**src/rtl/lsu_dmem_master_if.sv**
```systemverilog
// Core-side request/response channel and data-memory port of the LSU master.
// The master modport is the LSU; the slave modport is the core plus memory side.
interface lsu_dmem_master_if;
    logic        req_valid;
    logic        req_ready;
    logic        req_we;
    logic [1:0]  req_size;
    logic        req_unsigned;
    logic [31:0] req_addr;
    logic [31:0] req_wdata;
    logic        resp_valid;
    logic        resp_ready;
    logic [31:0] resp_rdata;
    logic        resp_err;
    logic [31:0] mem_addr;
    logic [31:0] mem_wdata;
    logic [3:0]  mem_we;
    logic [31:0] mem_rdata;

    modport master (
        input  req_valid, req_we, req_size, req_unsigned, req_addr, req_wdata,
        input  resp_ready, mem_rdata,
        output req_ready, resp_valid, resp_rdata, resp_err,
        output mem_addr, mem_wdata, mem_we
    );

    modport slave (
        output req_valid, req_we, req_size, req_unsigned, req_addr, req_wdata,
        output resp_ready, mem_rdata,
        input  req_ready, resp_valid, resp_rdata, resp_err,
        input  mem_addr, mem_wdata, mem_we
    );
endinterface

```
**src/rtl/lsu_dmem_master.sv**
```systemverilog
// Load/store unit master: checks alignment and range of one core request at a time,
// drives a single-cycle store or a registered-read load, and returns an extended response.
module lsu_dmem_master #(
    parameter int unsigned MEM_BYTES = 4096
) (
    input  logic               clk,
    input  logic               rst_n,
    lsu_dmem_master_if.master  bus
);

    typedef enum logic [1:0] {IDLE, ISSUE, CAPTURE, RESP} state_e;

    state_e      state_q, state_d;
    logic        we_q, we_d;
    logic [1:0]  size_q, size_d;
    logic        uns_q, uns_d;
    logic [31:0] addr_q, addr_d;
    logic [31:0] wdata_q, wdata_d;
    logic [31:0] rdata_q, rdata_d;
    logic        err_q, err_d;

    logic [3:0]  mem_we_c;
    logic [3:0]  we_mask;
    logic [31:0] load_ext;
    logic [2:0]  nbytes;
    logic [32:0] last_byte;
    logic        req_err;

    // Last touched byte is computed 33 bits wide so addresses near 2^32 cannot wrap into range.
    always_comb begin
        case (bus.req_size)
            2'b00:   nbytes = 3'd1;
            2'b01:   nbytes = 3'd2;
            default: nbytes = 3'd4;
        endcase
        last_byte = {1'b0, bus.req_addr} + 33'(nbytes) - 33'd1;
        req_err   = (bus.req_size == 2'b11)
                  | ((bus.req_size == 2'b01) & bus.req_addr[0])
                  | ((bus.req_size == 2'b10) & (bus.req_addr[1:0] != 2'b00))
                  | (last_byte >= 33'(MEM_BYTES));
    end

    always_comb begin
        case (size_q)
            2'b00:   we_mask = 4'b0001;
            2'b01:   we_mask = 4'b0011;
            2'b10:   we_mask = 4'b1111;
            default: we_mask = 4'b0000;
        endcase
        case (size_q)
            2'b00:   load_ext = uns_q ? {24'b0, bus.mem_rdata[7:0]}
                                      : {{24{bus.mem_rdata[7]}}, bus.mem_rdata[7:0]};
            2'b01:   load_ext = uns_q ? {16'b0, bus.mem_rdata[15:0]}
                                      : {{16{bus.mem_rdata[15]}}, bus.mem_rdata[15:0]};
            default: load_ext = bus.mem_rdata;
        endcase
    end

    always_comb begin
        state_d  = state_q;
        we_d     = we_q;
        size_d   = size_q;
        uns_d    = uns_q;
        addr_d   = addr_q;
        wdata_d  = wdata_q;
        rdata_d  = rdata_q;
        err_d    = err_q;
        mem_we_c = '0;
        case (state_q)
            IDLE: begin
                if (bus.req_valid) begin
                    we_d    = bus.req_we;
                    size_d  = bus.req_size;
                    uns_d   = bus.req_unsigned;
                    addr_d  = bus.req_addr;
                    wdata_d = bus.req_wdata;
                    rdata_d = '0;
                    err_d   = req_err;
                    state_d = req_err ? RESP : ISSUE;
                end
            end
            ISSUE: begin
                if (we_q) begin
                    mem_we_c = we_mask;
                    state_d  = RESP;
                end else begin
                    state_d = CAPTURE;
                end
            end
            CAPTURE: begin
                rdata_d = load_ext;
                state_d = RESP;
            end
            RESP: begin
                if (bus.resp_ready) state_d = IDLE;
            end
        endcase
    end

    always_ff @(posedge clk or negedge rst_n) begin
        if (!rst_n) begin
            state_q <= IDLE;
            we_q    <= 1'b0;
            size_q  <= '0;
            uns_q   <= 1'b0;
            addr_q  <= '0;
            wdata_q <= '0;
            rdata_q <= '0;
            err_q   <= 1'b0;
        end else begin
            state_q <= state_d;
            we_q    <= we_d;
            size_q  <= size_d;
            uns_q   <= uns_d;
            addr_q  <= addr_d;
            wdata_q <= wdata_d;
            rdata_q <= rdata_d;
            err_q   <= err_d;
        end
    end

    assign bus.req_ready  = (state_q == IDLE);
    assign bus.resp_valid = (state_q == RESP);
    assign bus.resp_rdata = rdata_q;
    assign bus.resp_err   = err_q;
    assign bus.mem_addr   = addr_q;
    assign bus.mem_wdata  = wdata_q;
    assign bus.mem_we     = mem_we_c;

endmodule

```
**src/flat_wrapper.sv**
```systemverilog
// flat-port wrapper written by rule: the top's interface ports become plain ports
module lsu_dmem_master_flat 
#(
    parameter int unsigned MEM_BYTES = 4096
)
  (clk, rst_n, bus_req_valid, bus_req_we, bus_req_size, bus_req_unsigned, bus_req_addr, bus_req_wdata, bus_resp_ready, bus_mem_rdata, bus_req_ready, bus_resp_valid, bus_resp_rdata, bus_resp_err, bus_mem_addr, bus_mem_wdata, bus_mem_we);
  lsu_dmem_master_if bus_i ();
  input  logic clk;
  input  logic rst_n;
  input wire logic [$bits(bus_i.req_valid)-1:0] bus_req_valid;
  input wire logic [$bits(bus_i.req_we)-1:0] bus_req_we;
  input wire logic [$bits(bus_i.req_size)-1:0] bus_req_size;
  input wire logic [$bits(bus_i.req_unsigned)-1:0] bus_req_unsigned;
  input wire logic [$bits(bus_i.req_addr)-1:0] bus_req_addr;
  input wire logic [$bits(bus_i.req_wdata)-1:0] bus_req_wdata;
  input wire logic [$bits(bus_i.resp_ready)-1:0] bus_resp_ready;
  input wire logic [$bits(bus_i.mem_rdata)-1:0] bus_mem_rdata;
  output wire logic [$bits(bus_i.req_ready)-1:0] bus_req_ready;
  output wire logic [$bits(bus_i.resp_valid)-1:0] bus_resp_valid;
  output wire logic [$bits(bus_i.resp_rdata)-1:0] bus_resp_rdata;
  output wire logic [$bits(bus_i.resp_err)-1:0] bus_resp_err;
  output wire logic [$bits(bus_i.mem_addr)-1:0] bus_mem_addr;
  output wire logic [$bits(bus_i.mem_wdata)-1:0] bus_mem_wdata;
  output wire logic [$bits(bus_i.mem_we)-1:0] bus_mem_we;
  assign bus_i.req_valid = bus_req_valid;
  assign bus_i.req_we = bus_req_we;
  assign bus_i.req_size = bus_req_size;
  assign bus_i.req_unsigned = bus_req_unsigned;
  assign bus_i.req_addr = bus_req_addr;
  assign bus_i.req_wdata = bus_req_wdata;
  assign bus_i.resp_ready = bus_resp_ready;
  assign bus_i.mem_rdata = bus_mem_rdata;
  assign bus_req_ready = bus_i.req_ready;
  assign bus_resp_valid = bus_i.resp_valid;
  assign bus_resp_rdata = bus_i.resp_rdata;
  assign bus_resp_err = bus_i.resp_err;
  assign bus_mem_addr = bus_i.mem_addr;
  assign bus_mem_wdata = bus_i.mem_wdata;
  assign bus_mem_we = bus_i.mem_we;
  lsu_dmem_master #(.MEM_BYTES(MEM_BYTES)) u_core (.clk(clk), .rst_n(rst_n), .bus(bus_i));
endmodule
```
**config.mk**
```make
export PLATFORM = sky130hd
export DESIGN_NAME = lsu_dmem_master_flat
export DESIGN_NICKNAME = d
export VERILOG_FILES = /design/src/rtl/lsu_dmem_master_if.sv /design/src/rtl/lsu_dmem_master.sv /design/src/flat_wrapper.sv
export SDC_FILE = /design/constraint.sdc
export NUM_CORES = 1
export LEC_CHECK = 0
export CORE_AREA = 2 2 118 120
export DETAILED_ROUTE_END_ITERATION = 12
export DIE_AREA = 0 0 120 122
export PLACE_DENSITY = 0.81
export SYNTH_ARGS = -nofsm -noshare
export SYNTH_HDL_FRONTEND = slang
export SYNTH_SLANG_ARGS = --single-unit
```
**constraint.sdc**
```tcl
create_clock -name clk -period 2.3 [get_ports clk]
set_input_delay 0.69 -clock clk [delete_from_list [all_inputs] [get_ports clk]]
set_output_delay 0.69 -clock clk [all_outputs]
set_load 0.005 [all_outputs]
```
==> results of run 1 <==
what timing repair did:
item,CTS,global route
setup endpoints to repair,7,3
setup buffers,4,8
resized for setup,39,110
pin swaps,20,55
cells in the final DEF, fill, tap and decap left out, types with 4 or more instances in the layout:
cell and count:
inv_1 40, o21ai_1 5, a22o_1 8, xor2_1 5
mux2i_1 4, mux2_2 34, xnor2_1 7, ha_2 5
and4_1 4, and2_1 8, nand3_1 5, inv_2 12
a21oi_4 4, nor3_1 7, a211oi_2 5, dlymetal6s2s_1 20
dfrtp_1 103, o211ai_1 6, dlygate4sd2_1 7, nand2_1 87
o21ai_2 5, ha_1 13, nand4_1 13, buf_12 4
o21ai_0 69, ha_4 24, clkbuf_16 9, o21a_1 4
a21o_1 5, a21oi_2 22, nor2_1 40, a21oi_1 27
clkdlybuf4s50_1 174, buf_4 136
stage by stage:
stage | setup WS [ns] | hold slack, ns | TNS (ns) | util [%]
finish | -0.813 | 0.333 | -1.62 | 76.5
global route | -0.943 | 0.438 | -1.88 | 76.5
CTS | -0.874 | 0.410 | -1.72 | 72.3
detailed placement | -1.50 | 0.470 | -2.98 | 69.3
global placement | -1.46 | 0.460 | -2.90 | 69.3
floorplan | -0.688 | 0.394 | -1.34 | -
logic make-up (layout without fill, tap and decap cells):
family	after synthesis	count (layout)	synth area share, %
AOI/OAI and AO/OA	199	199	20.3
xor gates and xnor gates	12	12	1.71
adders and majority gates	43	43	8.87
buffers and inverters	90	415	6.02
DFF	103	103	41.9
muxes	38	38	6.88
and+or+nand+nor	191	191	14.3
path summary, 6_finish.rpt:
path                                   startpoint                        end  slack, ns  cells past startpoint
min in group clk           u_core.bus.mem_addr[9]     u_core.bus.mem_addr[9]       0.48                      2
setup / recovery                  bus_req_addr[2]          u_core.state_q[1]      -0.81                     14
hold / removal                              rst_n    u_core.bus.mem_addr[18]       0.33                      2
hold reg to reg            u_core.bus.mem_addr[9]     u_core.bus.mem_addr[9]       0.48                      2
max in group asynchronous                   rst_n    u_core.bus.mem_wdata[1]       1.46                      2
setup reg to reg                 u_core.size_q[0]  u_core.bus.resp_rdata[28]       0.34                      8
per-layer routing:
| metal | part of all wire, % | GRT usage [%] | vias up |
|---|---|---|---|
| met4 | 2.0 | 4.56 | 0 |
| met2 | 50 | 43.8 | 270 |
| met5 | 0 | 0 | - |
| met3 | 6.0 | 4.07 | 45 |
| met1 | 42 | 33.1 | 3056 |
| li1 | - | - | 3008 |
sequential cells by signal (all words and copies together), names as in the netlist:
register	count
u_core.bus.mem_addr	32
u_core.bus.mem_wdata	32
u_core.bus.resp_rdata	32
u_core.size_q	2
u_core.state_q	2
u_core.bus.resp_err	1
u_core.uns_q	1
u_core.we_q	1
layout make-up:
type | instances | area share [%]
clock buffers | 10 | 2.31
flip-flops and latches | 103 | 24.9
multi-input cells | 483 | 36.8
repair buffers | 346 | 31.0
well taps | 180 | 2.18
inverters | 53 | 2.05
clock inverters | 6 | 0.726
power groups by stage:
stage          logic, uW  registers [uW]  clock network, uW
2_1_floorplan       1930            3210                  0
5_1_grt             5450            3260               1750
3_3_place_gp        4650            3160                  0
6_report            5010            3170               1630
3_5_place_dp        4750            3210                  0
4_1_cts             4820            3170               1650
==> impl_metrics.toml, run 1 <==
[placed_design]
port_buffers = 206
place_congestion = 0.929
dp_cells = 1154
dp_hpwl_um = 14400
place_area_um2 = 9360

[synth]
synthFlopType = "dfrtp_1"
synthesis.area_um2 = 6150
synth_commonest_cells = "103 x dfrtp_1, 90 x nand2_1, 78 x o21ai_0"
syn_nets = 823
synth.avg_cell_area_um2 = 9.10
synth_edf_count = 0
netlist_instances = 676
ys_async_sr_fraction_pct = 100
ys_types = 60
synth.yosys.seq_area_share_pct = 41.9
synth_area_leader_cell = "dfrtp_1"
synth_top_area_share_pct = 41.9
ys_seq_elements = 103
yosys_warnings = 0
yosys-top-cells-area = "dfrtp_1 42%, ha_1 8.5%, o21ai_0 6.3%"
synth.most_common_cell = "dfrtp_1"

[timing]
fin_worst_skew_ns = 0.00798
max_freq_ghz = 0.321
slew_headroom_pct = 60.3
worst_pin_slew_ns = 0.596
drv_slew = 0
hold_viol_final = 0
min_period_ns = 3.11
setup_viol = 2
rsz0062_at_grt = "yes"
fin_crit_sh_pct = 135
setup_ws_ns = -0.813

[worst_setup_path]
end_kind = "flip-flop"
crit_required_ns = 2.55
path_max_fanout = 3
worstPathArrival_ns = 3.36
crit_buf_inv = 3
cp_slowest_cell = "nor4_1"
worstSetupStartpointType = "input pin"
worstSetupPathType = "input pin to flip-flop"
crit_chain = "dlygate4sd2_1, inv_2, ha_4, inv_1, ha_4, a211oi_4, o21ai_0, nand4_1, nand2_1, nor4_1, a21oi_1, nor4_2, nand4_1, o21a_1"
critPathMaxStageDelay_ns = 0.36
critical-path-top-delay-family = "simple AND/OR/NAND/NOR gates"

[layout]
nets = 1143
syn_to_final_growth_pct = 68.1
drive_gt1_share_pct = 30.5
seq_area_um2 = 2580
nFillCells = 891
fin_area_um2 = 10300
multiInputGateArea_um2 = 3800
antenna_cells = 0
final_cells = 1181

[cts]
clk_pin_slew_ns = 0.08
cts_tree = "done"
clk_latency_ns = 0.35
clock_path_buffers = 2
ctsHoldBuffers = 0
cts_root_buf = "clkbuf_16"
cts_made_buffers = 9
clock_sinks = 103
cts.htree.levels = 3

[floorplanning]
num_rows = 43
fp.dieW_um = 120
initial_core_util_pct = 45.5
core_area_um2 = 13500
die_h_um = 122
pin_count = 207
die_area_um2 = 14600

[route]
vias = 6379
routedWlPerCell_um = 17.3
drc = 0
ant_nets = 0
via_per_inst = 5.40
routed_wl_um = 20400
drt_iter0_drc = 431
dr.pass1.iters = 5

[grt]
antenna_found_initial = 0
grt_overflow_total = 0
grt_pass1_vias = 5889
grt_use_total_pct = 25.0
grt_pass1_wl_um = 29100
grt_max_degree = 104

[status]
violations = "setup timing"
status = "finished, violations left"

[pwr]
combinationalPowerShare_pct = 51.1
p_int_uw = 6460
power.switching_uw = 3340
sw_frac_of_total_pct = 34.1
max-vdd-ir-drop_mv = 0.557
p_leak_uw = 0.00470
total_power_uw = 9800
p_seq_share_pct = 32.3
pwr_density_cell_nw_per_um2 = 949
power.share.clock_pct = 16.6

[min_path]
hp-class = "input pin to asynchronous set/reset pin"

[job]
max_cap_violations = 0
Power figures use the tool's default switching activity.
==> run 2: changes to the inputs <==
- CTS_BUF_LIST: unset -> sky130_fd_sc_hd__clkbuf_16
==> run 2 against run 1 <==
  * The flow still finishes with violations (setup timing)
  * Sequential share of layout area barely moved
  * Non-clock buffer count rose by 1
  * Wire length fell by 0.38%
==> impl_metrics.toml, run 2 (synthesis results as in run 1) <==
[route]
vias = 6368
drc = 0
drt_iter0_drc = 474
ant_nets = 0
via_per_inst = 5.39
routedWlPerCell_um = 17.2
routed_wl_um = 20300
dr.pass1.iters = 5

[timing]
worst_pin_slew_ns = 0.578
fin_crit_sh_pct = 135
setup-tns-final_ns = -1.61
max_freq_ghz = 0.322
rsz0062_at_grt = "yes"
slew_headroom_pct = 61.5
setup_ws_ns = -0.807
min_period_ns = 3.11
hold_viol_final = 0
drv_slew = 0
fin_worst_skew_ns = 0.00910
setup_viol = 2
timing.hold.ws_ns = 0.346

[floorplanning]
die_area_um2 = 14600
num_rows = 43
core_area_um2 = 13500
pin_count = 207
die_h_um = 122
initial_core_util_pct = 45.5
fp.dieW_um = 120

[grt]
grt_max_degree = 104
grt_use_total_pct = 25.0
grt_pass1_wl_um = 29000
antenna_found_initial = 0
grt_pass1_vias = 5914
grt_overflow_total = 0

[cts]
cts_root_buf = "clkbuf_16"
cts.htree.levels = 3
clock_sinks = 103
clk_pin_slew_ns = 0.08
clock_path_buffers = 2
ctsHoldBuffers = 0
clk_latency_ns = 0.35
cts_made_buffers = 9
cts_tree = "done"

[worst_setup_path]
path_max_fanout = 3
crit_required_ns = 2.55
worstSetupStartpointType = "input pin"
worstSetupPathType = "input pin to flip-flop"
worstPathArrival_ns = 3.36
end_kind = "flip-flop"

[status]
violations = "setup timing"
status = "finished, violations left"

[layout]
nFillCells = 892
antenna_cells = 0
layout_common_cells = "174 x clkdlybuf4s50_1, 137 x buf_4, 103 x dfrtp_1, 87 x nand2_1, 69 x o21ai_0"
drive_gt1_share_pct = 30.3
final_common_cell = "clkdlybuf4s50_1"
syn_to_final_growth_pct = 68.0
fin_area_um2 = 10300
nets = 1144

[placed_design]
place_congestion = 0.929
dp_hpwl_um = 14400
port_buffers = 206
place_area_um2 = 9360

[pwr]
pwr_density_cell_nw_per_um2 = 947
total_power_uw = 9790
p_leak_uw = 0.00471
max-vdd-ir-drop_mv = 0.555

[min_path]
hp-class = "input pin to asynchronous set/reset pin"

[job]
max_cap_violations = 0
-- run 2: changes by cell type in the layout (fill, tap and decap cells not counted), sizes merged --
cell	delta
buf	+1
clkbuf	-1
clkinv	+1
-- run 2: power breakdown --
part / internal, uW / total, uW / switching (uW)
combinational: 2900 / 5020 / 2130
sequential: 2680 / 3170 / 484
clock: 859 / 1600 / 739
total: 6440 / 9790 / 3350
-- run 2: through the flow --
step / instances / util [%] / setup WS [ns]
finish: 1182 / 76.5 / -0.807
global route: 1182 / 76.5 / -0.945
CTS: 1175 / 72.3 / -0.874
detailed placement: 1154 / 69.3 / -1.50
global placement: 1154 / 69.3 / -1.46
floorplan: 676 / - / -0.688
-- run 2: what timing repair did --
item | in CTS | in global routing
gates resized for setup | 39 | 109
setup buffers | 5 | 8
endpoints found under the setup margin | 7 | 3
pin swaps | 20 | 55
-- run 2: final timing paths --
check                                        from                         to  slack, ns  depth (start not counted)
max reg2reg                      u_core.size_q[0]  u_core.bus.resp_rdata[28]       0.34                          8
max in group asynchronous                   rst_n    u_core.bus.mem_wdata[1]       1.47                          2
min reg2reg                u_core.bus.mem_addr[9]     u_core.bus.mem_addr[9]       0.48                          2
max                               bus_req_addr[2]          u_core.state_q[1]      -0.81                         14
min in group clk           u_core.bus.mem_addr[9]     u_core.bus.mem_addr[9]       0.48                          2
min                                         rst_n    u_core.bus.mem_addr[10]       0.35                          2
-- run 2: area by class of cell --
cell class / instances / area [um^2] / share of cell area (%)
Clock inverter: 7 / 78.8 / 0.763
Clock buffer: 9 / 225 / 2.18
Tap cell: 180 / 225 / 2.18
Sequential cell: 103 / 2580 / 25.0
Timing Repair Buffer: 347 / 3210 / 31.1
Inverter: 53 / 211 / 2.05
Multi-Input combinational cell: 483 / 3800 / 36.8
-- run 2: worst max-delay path, cell delays in order --
cell and delay, ns:
dlygate4sd2_1 0.24, inv_2 0.08, ha_4 0.20, inv_1 0.09, ha_4 0.21, a211oi_4 0.24
o21ai_0 0.14, nand4_1 0.22, nand2_1 0.14, nor4_1 0.36, a21oi_1 0.10, nor4_2 0.29
nand4_1 0.17, o21a_1 0.20
-- run 2: routing by layer --
layer	GRT usage (%)	part of all wire [%]
met5	0	0
met1	33.1	41
met3	4.07	6.2
met4	4.93	2.2
met2	43.5	50
